File: config.mk
export PLATFORM = sky130hd
export DESIGN_NAME = load_use_scoreboard_flat
export DESIGN_NICKNAME = d
export VERILOG_FILES = /design/src/rtl/load_use_scoreboard_pkg.sv /design/src/rtl/load_use_scoreboard_if.sv /design/src/rtl/load_use_scoreboard_entry.sv /design/src/rtl/load_use_scoreboard.sv /design/src/flat_wrapper.sv
export SDC_FILE = /design/constraint.sdc
export NUM_CORES = 1
export LEC_CHECK = 0
export BUFFER_PORTS_ARGS = -buffer_cell sky130_fd_sc_hd__buf_4
export CAP_MARGIN = 20
export CORE_UTILIZATION = 50
export CTS_CLUSTER_DIAMETER = 150
export CTS_CLUSTER_SIZE = 12
export DETAILED_ROUTE_END_ITERATION = 16
export GPL_TIMING_DRIVEN = 1
export PLACE_DENSITY = 0.79
export SLEW_MARGIN = 10
export SYNTH_ARGS = -nofsm -noshare
export SYNTH_HDL_FRONTEND = slang
export SYNTH_SLANG_ARGS = --single-unit
File: constraint.sdc
create_clock -name clk -period 2.4 [get_ports clk]
set_input_delay 0.12 -clock clk [delete_from_list [all_inputs] [get_ports clk]]
set_output_delay 0.12 -clock clk [all_outputs]
set_load 0.02 [all_outputs]
File: src/rtl/load_use_scoreboard_pkg.sv
// Shared decode definitions for the load-use scoreboard: instruction field
// positions, op1 encodings and the decode helpers every consumer must use.
package load_use_pkg;

    localparam int INSTR_W_PKG = 16;

    localparam int OP1_MSB = 15;
    localparam int OP1_LSB = 14;
    localparam int RA_MSB  = 13;
    localparam int RA_LSB  = 11;
    localparam int RB_MSB  = 10;
    localparam int RB_LSB  = 8;
    localparam int OP3_MSB = 7;
    localparam int OP3_LSB = 4;

    typedef enum logic [1:0] {
        OP_LOAD  = 2'b00,
        OP_STORE = 2'b01,
        OP_BR    = 2'b10,
        OP_ALU   = 2'b11
    } op1_e;

    typedef logic [INSTR_W_PKG-1:0] instr_t;

    function automatic op1_e op1_of(input instr_t instr);
        return op1_e'(instr[OP1_MSB:OP1_LSB]);
    endfunction

    function automatic logic [3:0] op3_of(input instr_t instr);
        return instr[OP3_MSB:OP3_LSB];
    endfunction

    // The all-zero word is the NOP, so it must never claim a destination.
    function automatic logic is_load(input instr_t instr);
        return (op1_of(instr) == OP_LOAD) && (instr != '0);
    endfunction

    function automatic logic uses_ra(input instr_t instr);
        return (op1_of(instr) == OP_ALU) && (op3_of(instr) <= 4'b0110);
    endfunction

    function automatic logic uses_rb(input instr_t instr);
        logic [3:0] op3;
        logic       result;
        op3    = op3_of(instr);
        result = 1'b0;
        case (op1_of(instr))
            OP_LOAD, OP_STORE: result = 1'b1;
            OP_ALU:            result = (op3 <= 4'b0101) ||
                                        ((op3 >= 4'b1000) && (op3 <= 4'b1011));
            default:           result = 1'b0;
        endcase
        return result;
    endfunction

endpackage

File: src/rtl/load_use_scoreboard_if.sv
// Decode-stage handshake between the pipeline front end (master) and the
// load-use scoreboard (slave).
interface load_use_scoreboard_if #(
    parameter int INSTR_W  = 16,
    parameter int NUM_REGS = 8,
    parameter int CNT_W    = 16
);

    logic [INSTR_W-1:0]  id_instr;
    logic                id_valid;
    logic                flush;
    logic                stall;
    logic                issue;
    logic [NUM_REGS-1:0] busy_mask;
    logic [CNT_W-1:0]    stall_count;

    modport master (
        output id_instr, id_valid, flush,
        input  stall, issue, busy_mask, stall_count
    );

    modport slave (
        input  id_instr, id_valid, flush,
        output stall, issue, busy_mask, stall_count
    );

endinterface

File: src/rtl/load_use_scoreboard_entry.sv
// One scoreboard slot: a down-counter armed with the load latency when a load
// targeting this register issues; busy while the counter is nonzero.
module scoreboard_entry #(
    parameter int LOAD_LAT = 1
) (
    input  logic clk,
    input  logic rst_n,
    input  logic i_load,
    output logic o_busy
);

    localparam int CW = $clog2(LOAD_LAT + 1);

    logic [CW-1:0] r_cnt;

    // NOTE: state registers use non-blocking assignments so every entry samples
    // the same pre-edge values regardless of process evaluation order.
    always_ff @(posedge clk or negedge rst_n) begin
        if (!rst_n) begin
            r_cnt <= '0;
        end else if (i_load) begin
            r_cnt <= CW'(LOAD_LAT);
        end else if (r_cnt != '0) begin
            r_cnt <= r_cnt - CW'(1);
        end
    end

    assign o_busy = (r_cnt != '0);

endmodule

File: src/rtl/load_use_scoreboard.sv
// Decode-stage load-use interlock: per-register pending-load scoreboard,
// stall/issue generation and a saturating stall-cycle counter.
module load_use_scoreboard
    import load_use_pkg::*;
#(
    parameter int INSTR_W  = 16,
    parameter int RADDR_W  = 3,
    parameter int NUM_REGS = 8,
    parameter int LOAD_LAT = 1,
    parameter int CNT_W    = 16
) (
    input  logic                 clk,
    input  logic                 rst_n,
    load_use_scoreboard_if.slave bus
);

    instr_t              w_instr;
    logic [RADDR_W-1:0]  w_ra;
    logic [RADDR_W-1:0]  w_rb;
    logic [NUM_REGS-1:0] w_busy;
    logic [NUM_REGS-1:0] w_load;
    logic                w_live;
    logic                w_hazard;
    logic                w_stall;
    logic                w_issue;
    logic [CNT_W-1:0]    r_stall_count;

    assign w_instr = bus.id_instr[INSTR_W_PKG-1:0];
    assign w_ra    = w_instr[RA_MSB:RA_LSB];
    assign w_rb    = w_instr[RB_MSB:RB_LSB];

    // Reset gates the handshake so stall and issue fall with rst_n, not at a clock.
    assign w_live  = rst_n & bus.id_valid & ~bus.flush;
    assign w_stall = w_live & w_hazard;
    assign w_issue = w_live & ~w_hazard;

    // NOTE: every output of this block gets a default first, so no path leaves a
    // signal unassigned and no latch is inferred.
    always_comb begin
        w_hazard = 1'b0;
        w_load   = '0;
        if (uses_ra(w_instr) && w_busy[w_ra]) begin
            w_hazard = 1'b1;
        end
        if (uses_rb(w_instr) && w_busy[w_rb]) begin
            w_hazard = 1'b1;
        end
        if (w_issue && is_load(w_instr)) begin
            w_load[w_ra] = 1'b1;
        end
    end

    for (genvar g = 0; g < NUM_REGS; g++) begin : g_entry
        scoreboard_entry #(
            .LOAD_LAT (LOAD_LAT)
        ) u_entry (
            .clk    (clk),
            .rst_n  (rst_n),
            .i_load (w_load[g]),
            .o_busy (w_busy[g])
        );
    end

    always_ff @(posedge clk or negedge rst_n) begin
        if (!rst_n) begin
            r_stall_count <= '0;
        end else if (w_stall && (r_stall_count != '1)) begin
            r_stall_count <= r_stall_count + CNT_W'(1);
        end
    end

    assign bus.stall       = w_stall;
    assign bus.issue       = w_issue;
    assign bus.busy_mask   = w_busy;
    assign bus.stall_count = r_stall_count;

endmodule

File: src/flat_wrapper.sv
// flat-port wrapper written by rule: the top's interface ports become plain ports
module load_use_scoreboard_flat import load_use_pkg::*;
#(
    parameter int INSTR_W  = 16,
    parameter int RADDR_W  = 3,
    parameter int NUM_REGS = 8,
    parameter int LOAD_LAT = 1,
    parameter int CNT_W    = 16
)
  (clk, rst_n, bus_id_instr, bus_id_valid, bus_flush, bus_stall, bus_issue, bus_busy_mask, bus_stall_count);
  load_use_scoreboard_if #(.INSTR_W(INSTR_W), .NUM_REGS(NUM_REGS), .CNT_W(CNT_W)) bus_i ();
  input  logic clk;
  input  logic rst_n;
  input wire logic [$bits(bus_i.id_instr)-1:0] bus_id_instr;
  input wire logic [$bits(bus_i.id_valid)-1:0] bus_id_valid;
  input wire logic [$bits(bus_i.flush)-1:0] bus_flush;
  output wire logic [$bits(bus_i.stall)-1:0] bus_stall;
  output wire logic [$bits(bus_i.issue)-1:0] bus_issue;
  output wire logic [$bits(bus_i.busy_mask)-1:0] bus_busy_mask;
  output wire logic [$bits(bus_i.stall_count)-1:0] bus_stall_count;
  assign bus_i.id_instr = bus_id_instr;
  assign bus_i.id_valid = bus_id_valid;
  assign bus_i.flush = bus_flush;
  assign bus_stall = bus_i.stall;
  assign bus_issue = bus_i.issue;
  assign bus_busy_mask = bus_i.busy_mask;
  assign bus_stall_count = bus_i.stall_count;
  load_use_scoreboard #(.INSTR_W(INSTR_W), .RADDR_W(RADDR_W), .NUM_REGS(NUM_REGS), .LOAD_LAT(LOAD_LAT), .CNT_W(CNT_W)) u_core (.clk(clk), .rst_n(rst_n), .bus(bus_i));
endmodule
==> results of run 1 <==
worst max-delay path, cell delays in order:
cell	delay (ns)
dlygate4sd3_1	0.54
buf_4	0.14
nor2_1	0.05
a211o_1	0.29
o32ai_4	0.64
and2_1	0.23
buf_4	0.14
where the power goes:
group          leakage (nW)  internal (mW)  total, mW  switching, mW
Sequential            0.335          0.409      0.415        0.00612
Clock                0.0138         0.0587      0.171          0.113
Combinational         0.463         0.0479     0.0964         0.0485
layout make-up:
cell class                      count  area share (%)
Timing Repair Buffer               50           22.03
Tap cell                           30           2.160
Inverter                            2          0.4320
Sequential cell                    24           34.56
Multi-Input combinational cell     95           39.52
Clock buffer                        3           1.296
through the flow:
step	power [mW]	utilization [%]	cell area, sq um	instances	hold WS [ns]
after detailed placement	0.5149	66.22	1685	198	0.1521
after CTS	0.6780	67.50	1718	202	0.007579
after global routing	0.7131	68.29	1738	204	0.2128
final	0.6831	68.29	1738	204	0.2207
after floorplan	0.4652	-	1393	134	-0.1756
after global placement	0.5126	66.22	1685	198	0.1480
state kept, by name, summed over array words and instances (netlist names):
signal	count
u_core.bus.stall_count	16
u_core.g_entry.u_entry.o_busy	8
cell usage after synthesis:
library cell  number  area, sq um
a211o_1            1        8.760
a211oi_1           1        7.510
a21boi_0           1        7.510
a41oi_1            1        8.760
and2_1             1        6.260
and3_1             6        37.54
and3b_1            1        8.760
and4_1             3        26.28
buf_4              9        67.56
buf_6              2        22.52
clkbuf_1           2        7.510
dfrtp_1           24        600.6
ha_1               1        12.51
inv_1              2        7.510
mux2_2             2        22.52
mux2_4             1        15.01
mux2i_1            5        50.05
mux4_2             1        22.52
nand2_1            6        22.52
nand2b_1           2        12.51
nand3_1            8        40.04
nand3_2            1        10.01
nand3b_1           3        22.52
nand4_1            9        56.30
nand4b_1           1        8.760
nor2_1            12        45.04
nor2b_1            1        6.260
nor3_1             5        25.02
nor4_1             3        18.77
o21ai_0            1        5.000
o22ai_2            1        12.51
o32ai_4            1        27.53
or3b_1             1        8.760
xnor2_1           15        131.4
routing by layer:
layer	share of wire (%)	GRT usage, %
met5	0	0
met4	1.2	7.692
met3	3.8	2.500
met2	50	35.74
met1	45	29.96
worst min path at each step:
| stage | end | slack (ns) | cells after the start |
|---|---|---|---|
| finish | u_core.g_entry[2].u_entry.o_busy | 0.22 | 4 |
| global route | u_core.g_entry[2].u_entry.o_busy | 0.21 | 4 |
| CTS | u_core.g_entry[4].u_entry.o_busy | 0.008 | 2 |
| detailed placement | u_core.bus.stall_count[12] | 0.15 | 2 |
| global placement | u_core.bus.stall_count[15] | 0.15 | 2 |
| floorplan | u_core.bus.stall_count[0] | -0.18 | 0 |
logic make-up after synthesis:
kind of cell	Yosys count	synth area share [%]
xor+xnor	15	9.434
fa+ha+maj	1	0.8983
buf+inv	15	7.547
compound gates	7	5.571
simple gates	63	25.52
mux	9	7.906
flops	24	43.13
==> key figures, run 1 <==
Yosys
  • Syn Area/Cell: 10.39 sq um
  • Seq/Total Area, Yosys: 43.13%
  • Seq cells post-synth: 24
  • Synth Cell Area: 0.001393 sq mm
  • Yosys cell types: 34
  • Cells after synthesis: 134
  • Warning count from the yosys run: 0
  • Syn_nets: 155

Final layout
  • Diodes inserted: 0
  • Fill count: 191
  • Commonest non-fill, non-tap cell in the layout: buf_4
  • Layout cells sized above 1: 32.76%
  • Number of nets in the layout: 197
  • Most frequent cells in the layout: 47 x buf_4, 24 x dfrtp_1, 15 x xnor2_1, 12 x nor2_1, 9 x nand4_1
  • Area occupied by multi-input gates: 686.9 sq um
  • Synth-to-layout area growth: 24.80%
  • Reg area: 600.6 sq um

Run
  • Total of max-cap violations: 0

Timing
  • Final Cycle Share: 94.67%
  • Crit path time final: 2.272 ns
  • Setup ws final: 0.1279 ns
  • Slew margin rel.: 53.72%
  • Setup tns final: 0 ns
  • Final setup skew: 0.01185 ns
  • Hold Violations, Final: 0
  • Worst-margin pin slew: 0.6942 ns
  • Final setup fails: 0
  • Slew Limit Fails: 0
  • F_max: 0.4401 GHz
  • RSZ-0062 raised after global routing: no

Worst setup path
  • Reg2reg end: u_core.bus.stall_count[1]
  • Critical Path RT: 2.28 ns
  • R2R Setup Slk: 0.32 ns
  • FF-to-FF Start: u_core.g_entry[4].u_entry.o_busy
  • Worst Setup SP: bus_id_instr[12]
  • Startpoint Class: input pin
  • Worst R2R Path Depth: 5
  • CP Capture Type: output port
  • Setup crit end: bus_stall
  • Worst Path Arrival: 2.15 ns
  • Crit Path Class: input pin to output port
  • Worst Path Max Fanout: 19

Global route
  • Initial antenna violation count: 0
  • Number of global-route vias before repair: 1036
  • Largest net degree at the start of global routing: 25
  • First-pass GRT wire length: 4623 um
  • GRT Total Usage: 21.95%
  • Global route overflow: 0

Power and ir drop
  • Leakage: 0.8118 nW
  • Power density cells: 393.1 mW/mm^2
  • Max VDD drop: 0.3685 mV

Min path
  • Hold Crit Class: input pin to flip-flop
  • Worst Min Path Start: bus_id_instr[15]

Die
  • Die H: 54.78 um
  • Row cnt: 18
  • Core Area: 0.002545 sq mm
  • Initial Utilization: 54.72%
  • Die area: 0.003000 sq mm
  • Ports: 46
  • DIE WIDTH: 54.78 um

Detailed routing
  • ANT nets after route: 0
  • WL/cell: 14.58 um
  • First-pass detailed-route iteration total: 4
  • Vias/cell: 5.583
  • Drt total wl: 2974 um
  • Starting DRT DRC Count: 17
  • Residual DRC: 0
  • Vias after detailed routing: 1139

CTS
  • Postcts setup bufs: 0
  • CTS Sinks: 24
  • Root buf cell: clkbuf_4
  • Post_cts resized: 0
  • Maximum clock path buffer count: 2
  • H-tree Lvls: 1
  • TritonCTS clock tree: done
  • CTS clk-pin slew, worst paths: 0.11 ns
  • CTS Buf Count: 3
  • Hold buffers post-CTS: 1
  • Clk Latency, worst-skew pair: 0.31 ns

Placed design
  • Placer congestion estimate: 0.8495
  • Pre-CTS setup slack: 0.3352 ns
  • IO Port Bufs: 45
  • HPWL after detailed placement: 2281 um

Status
  • Status: completed
(Power assumes the default switching activity.)
==> run 2: changes to the inputs <==
--- a/config.mk
+++ b/config.mk
@@ -12,7 +12,7 @@
 export CTS_CLUSTER_SIZE = 12
 export DETAILED_ROUTE_END_ITERATION = 16
 export GPL_TIMING_DRIVEN = 1
-export PLACE_DENSITY = 0.79
+export PLACE_DENSITY_LB_ADDON = 0.25
 export SLEW_MARGIN = 10
 export SYNTH_ARGS = -nofsm -noshare
 export SYNTH_HDL_FRONTEND = slang
==> constraint.sdc (replaced) <==
create_clock -name clk -period 2.4 [get_ports clk]
set_input_delay 0 -clock clk [delete_from_list [all_inputs] [get_ports clk]]
set_output_delay 0 -clock clk [all_outputs]
set_load 0.02 [all_outputs]
==> run 2 against run 1 <==
  * Non-clock buffer count decreased by 2
  * Flip-flop and latch count unchanged
  * Register-to-register slack improved by 0.02 ns
  * Largest cell class unchanged
  * Hold slack got worse by 0.12 ns
  * Critical path depth decreased by 2
  * Critical path type is now flip-flop to output port
  * Combinational power about the same
  * Critical endpoint unchanged
  * Cell area increased by 0.86%
  * Total power increased by 18%
==> key figures, run 2 (synthesis gave the netlist of run 1 again) <==
Status
  • Status: completed

Power and ir drop
  • Logic pwr share: 11.9% (-2.2 points)
  • Sequential Power Share: 51.4% (-9.4 points)
  • Power, Total: 0.8093 mW (+18%)
  • Pint: 0.6252 mW (+21%)
  • Power density cells: 461.7 mW/mm^2 (+17%)
  • Clock power frac: 36.7% (+12 points)
  • Max VDD drop: 0.4115 mV (+12%)
  • Sw Ratio: 22.74% (-1.8 points)
  • Switching Power: 0.1841 mW (+10%)
  • Leakage: 0.8169 nW (+0.64%)

Final layout
  • Synth-to-layout area growth: 25.88%
  • Design Area, Final: 0.001753 sq mm (+0.86%)
  • Fill count: 201 (+5.2%)
  • Commonest non-fill, non-tap cell in the layout: buf_4
  • Most frequent cells in the layout: 45 x buf_4, 24 x dfrtp_1, 15 x xnor2_1, 12 x nor2_1, 9 x nand4_1
  • Layout cells sized above 1: 32.37% (-0.39 points)
  • Flip-flop count of the largest register after layout: 16 (unchanged)
  • Post-route insts no fill: 203 (-0.49%)
  • Number of nets in the layout: 195 (-1.0%)
  • Diodes inserted: 0 (unchanged)

Global route
  • GRT Total Usage: 24.10% (+2.2 points)
  • First-pass GRT wire length: 5043 um (+9.1%)
  • Global route overflow: 0 (unchanged)
  • Largest net degree at the start of global routing: 27 (+8.0%)
  • Initial antenna violation count: 0 (unchanged)
  • Number of global-route vias before repair: 1117 (+7.8%)

CTS
  • Maximum clock path buffer count: 2 (unchanged)
  • Root buf cell: clkbuf_4
  • Clk Latency, worst-skew pair: 0.32 ns (about the same)
  • H-tree Lvls: 1 (unchanged)
  • CTS Buf Count: 3 (unchanged)
  • TritonCTS clock tree: done
  • CTS Sinks: 24 (unchanged)
  • Post_cts resized: 0 (unchanged)
  • Postcts setup bufs: 0 (unchanged)
  • CTS clk-pin slew, worst paths: 0.14 ns (+0.03 ns)

Placed design
  • HPWL after detailed placement: 2419 um (+6.0%)
  • Dpl cells: 196 (-1.0%)
  • Placed Instance Area: 0.001670 sq mm (-0.89%)
  • Placer congestion estimate: 0.8344 (-1.8%)
  • IO Port Bufs: 45 (unchanged)

Timing
  • Setup tns final: 0 ns (unchanged)
  • Hold Violations, Final: 0 (unchanged)
  • Slew Limit Fails: 0 (unchanged)
  • Final setup fails: 0 (unchanged)
  • Slew margin rel.: 56.78% (+3.1 points)
  • RSZ-0062 raised after global routing: no
  • F_max: 0.4735 GHz (+7.6%)
  • Final Cycle Share: 88.01% (-6.7 points)
  • Crit path time final: 2.112 ns (-0.1600 ns)
  • Final setup skew: 0.003939 ns (-0.007910 ns)
  • Worst-margin pin slew: 0.6398 ns (-0.05443 ns)

Min path
  • Hold Crit Class: input pin to asynchronous set/reset pin

Die
  • Ports: 46 (unchanged)
  • Die H: 54.78 um (unchanged)
  • Core Area: 0.002545 sq mm (unchanged)
  • Die area: 0.003000 sq mm (unchanged)
  • Initial Utilization: 54.72% (unchanged)
  • DIE WIDTH: 54.78 um (unchanged)
  • Row cnt: 18 (unchanged)

Worst setup path
  • Critical Path RT: 2.40 ns (+0.12 ns)
  • FF-to-FF Start: u_core.g_entry[4].u_entry.o_busy
  • Startpoint Class: flip-flop
  • Crit Path Class: flip-flop to output port
  • Worst Path Max Fanout: 19 (unchanged)
  • CP Capture Type: output port
  • Worst Path Arrival: 2.11 ns (-0.04 ns)
  • Worst Setup SP: u_core.g_entry[4].u_entry.o_busy

Detailed routing
  • Starting DRT DRC Count: 41 (+24)
  • Drt total wl: 3176 um (+6.8%)
  • Vias/cell: 5.739 (+2.8%)
  • ANT nets after route: 0 (unchanged)
  • First-pass detailed-route iteration total: 4 (unchanged)
  • WL/cell: 15.65 um (+7.3%)
  • Vias after detailed routing: 1165 (+2.3%)
  • Residual DRC: 0 (unchanged)

Run
  • Total of max-cap violations: 0 (unchanged)
run 2: changes by cell type in the layout (fill, tap and decap cells not counted), sizes merged:
cell | previous run | this run
buf | 47 | 45
bufinv | 0 | 1
run 2: final timing paths:
| kind | to | cells after the start | slack, ns |
|---|---|---|---|
| min in group clk | u_core.g_entry[1].u_entry.o_busy | 4 | 0.10 |
| min | u_core.g_entry[2].u_entry.o_busy | 2 | 0.1 |
| max | bus_stall | 5 | 0.29 |
| max reg2reg | u_core.bus.stall_count[1] | 5 | 0.34 |
| max in group asynchronous | u_core.bus.stall_count[4] | 2 | 2.05 |
| min reg2reg | u_core.bus.stall_count[14] | 1 | 0.51 |
run 2: routing by layer:
layer / up-vias / share of wire, % / GRT usage [%]
met5: - / 0 / 0
met4: 0 / 1.9 / 10.68
met3: 8 / 4.8 / 3.333
met2: 46 / 51 / 41.57
met1: 555 / 42 / 29.38
li1: 556 / - / -
run 2: what timing repair did:
action                                  4_1_cts  5_1_grt
hold endpoints to repair                     26        0
endpoints found under the setup margin        0        0
hold buffers                                  3        0
run 2: final cells by class:
type	count	area, sq um	area share, %
multi-input cells	95	686.9	39.19
flip-flops and latches	24	600.6	34.26
clock inverters	1	30.03	1.713
well taps	30	37.54	2.141
clock buffers	3	22.52	1.285
inverters	2	7.507	0.4283
repair buffers	48	367.9	20.99
run 2: power by group through the flow:
| stage | Sequential, mW | Clock [mW] | Combinational (mW) |
|---|---|---|---|
| floorplan | 0.428 | 0 | 0.0373 |
| global placement | 0.423 | 0 | 0.0887 |
| detailed placement | 0.424 | 0 | 0.0926 |
| CTS | 0.416 | 0.299 | 0.0966 |
| global route | 0.417 | 0.320 | 0.104 |
| finish | 0.416 | 0.297 | 0.0961 |
run 2: stage by stage:
stage / utilization [%] / hold slack (ns) / setup WS [ns]
detailed placement: 65.63 / -0.07923 / 0.3594
global route: 68.88 / 0.09982 / 0.1603
CTS: 68.88 / 0.09672 / 0.2828
global placement: 65.63 / -0.08599 / 0.4516
floorplan: - / -0.2956 / 0.4280
finish: 68.88 / 0.09779 / 0.2878
run 2: critical path, cell delays in order (launching register included):
cell     delay, ns
dfrtp_1       0.40
mux2i_1       0.09
a211o_1       0.32
o32ai_4       0.61
and2_1        0.23
buf_4         0.14
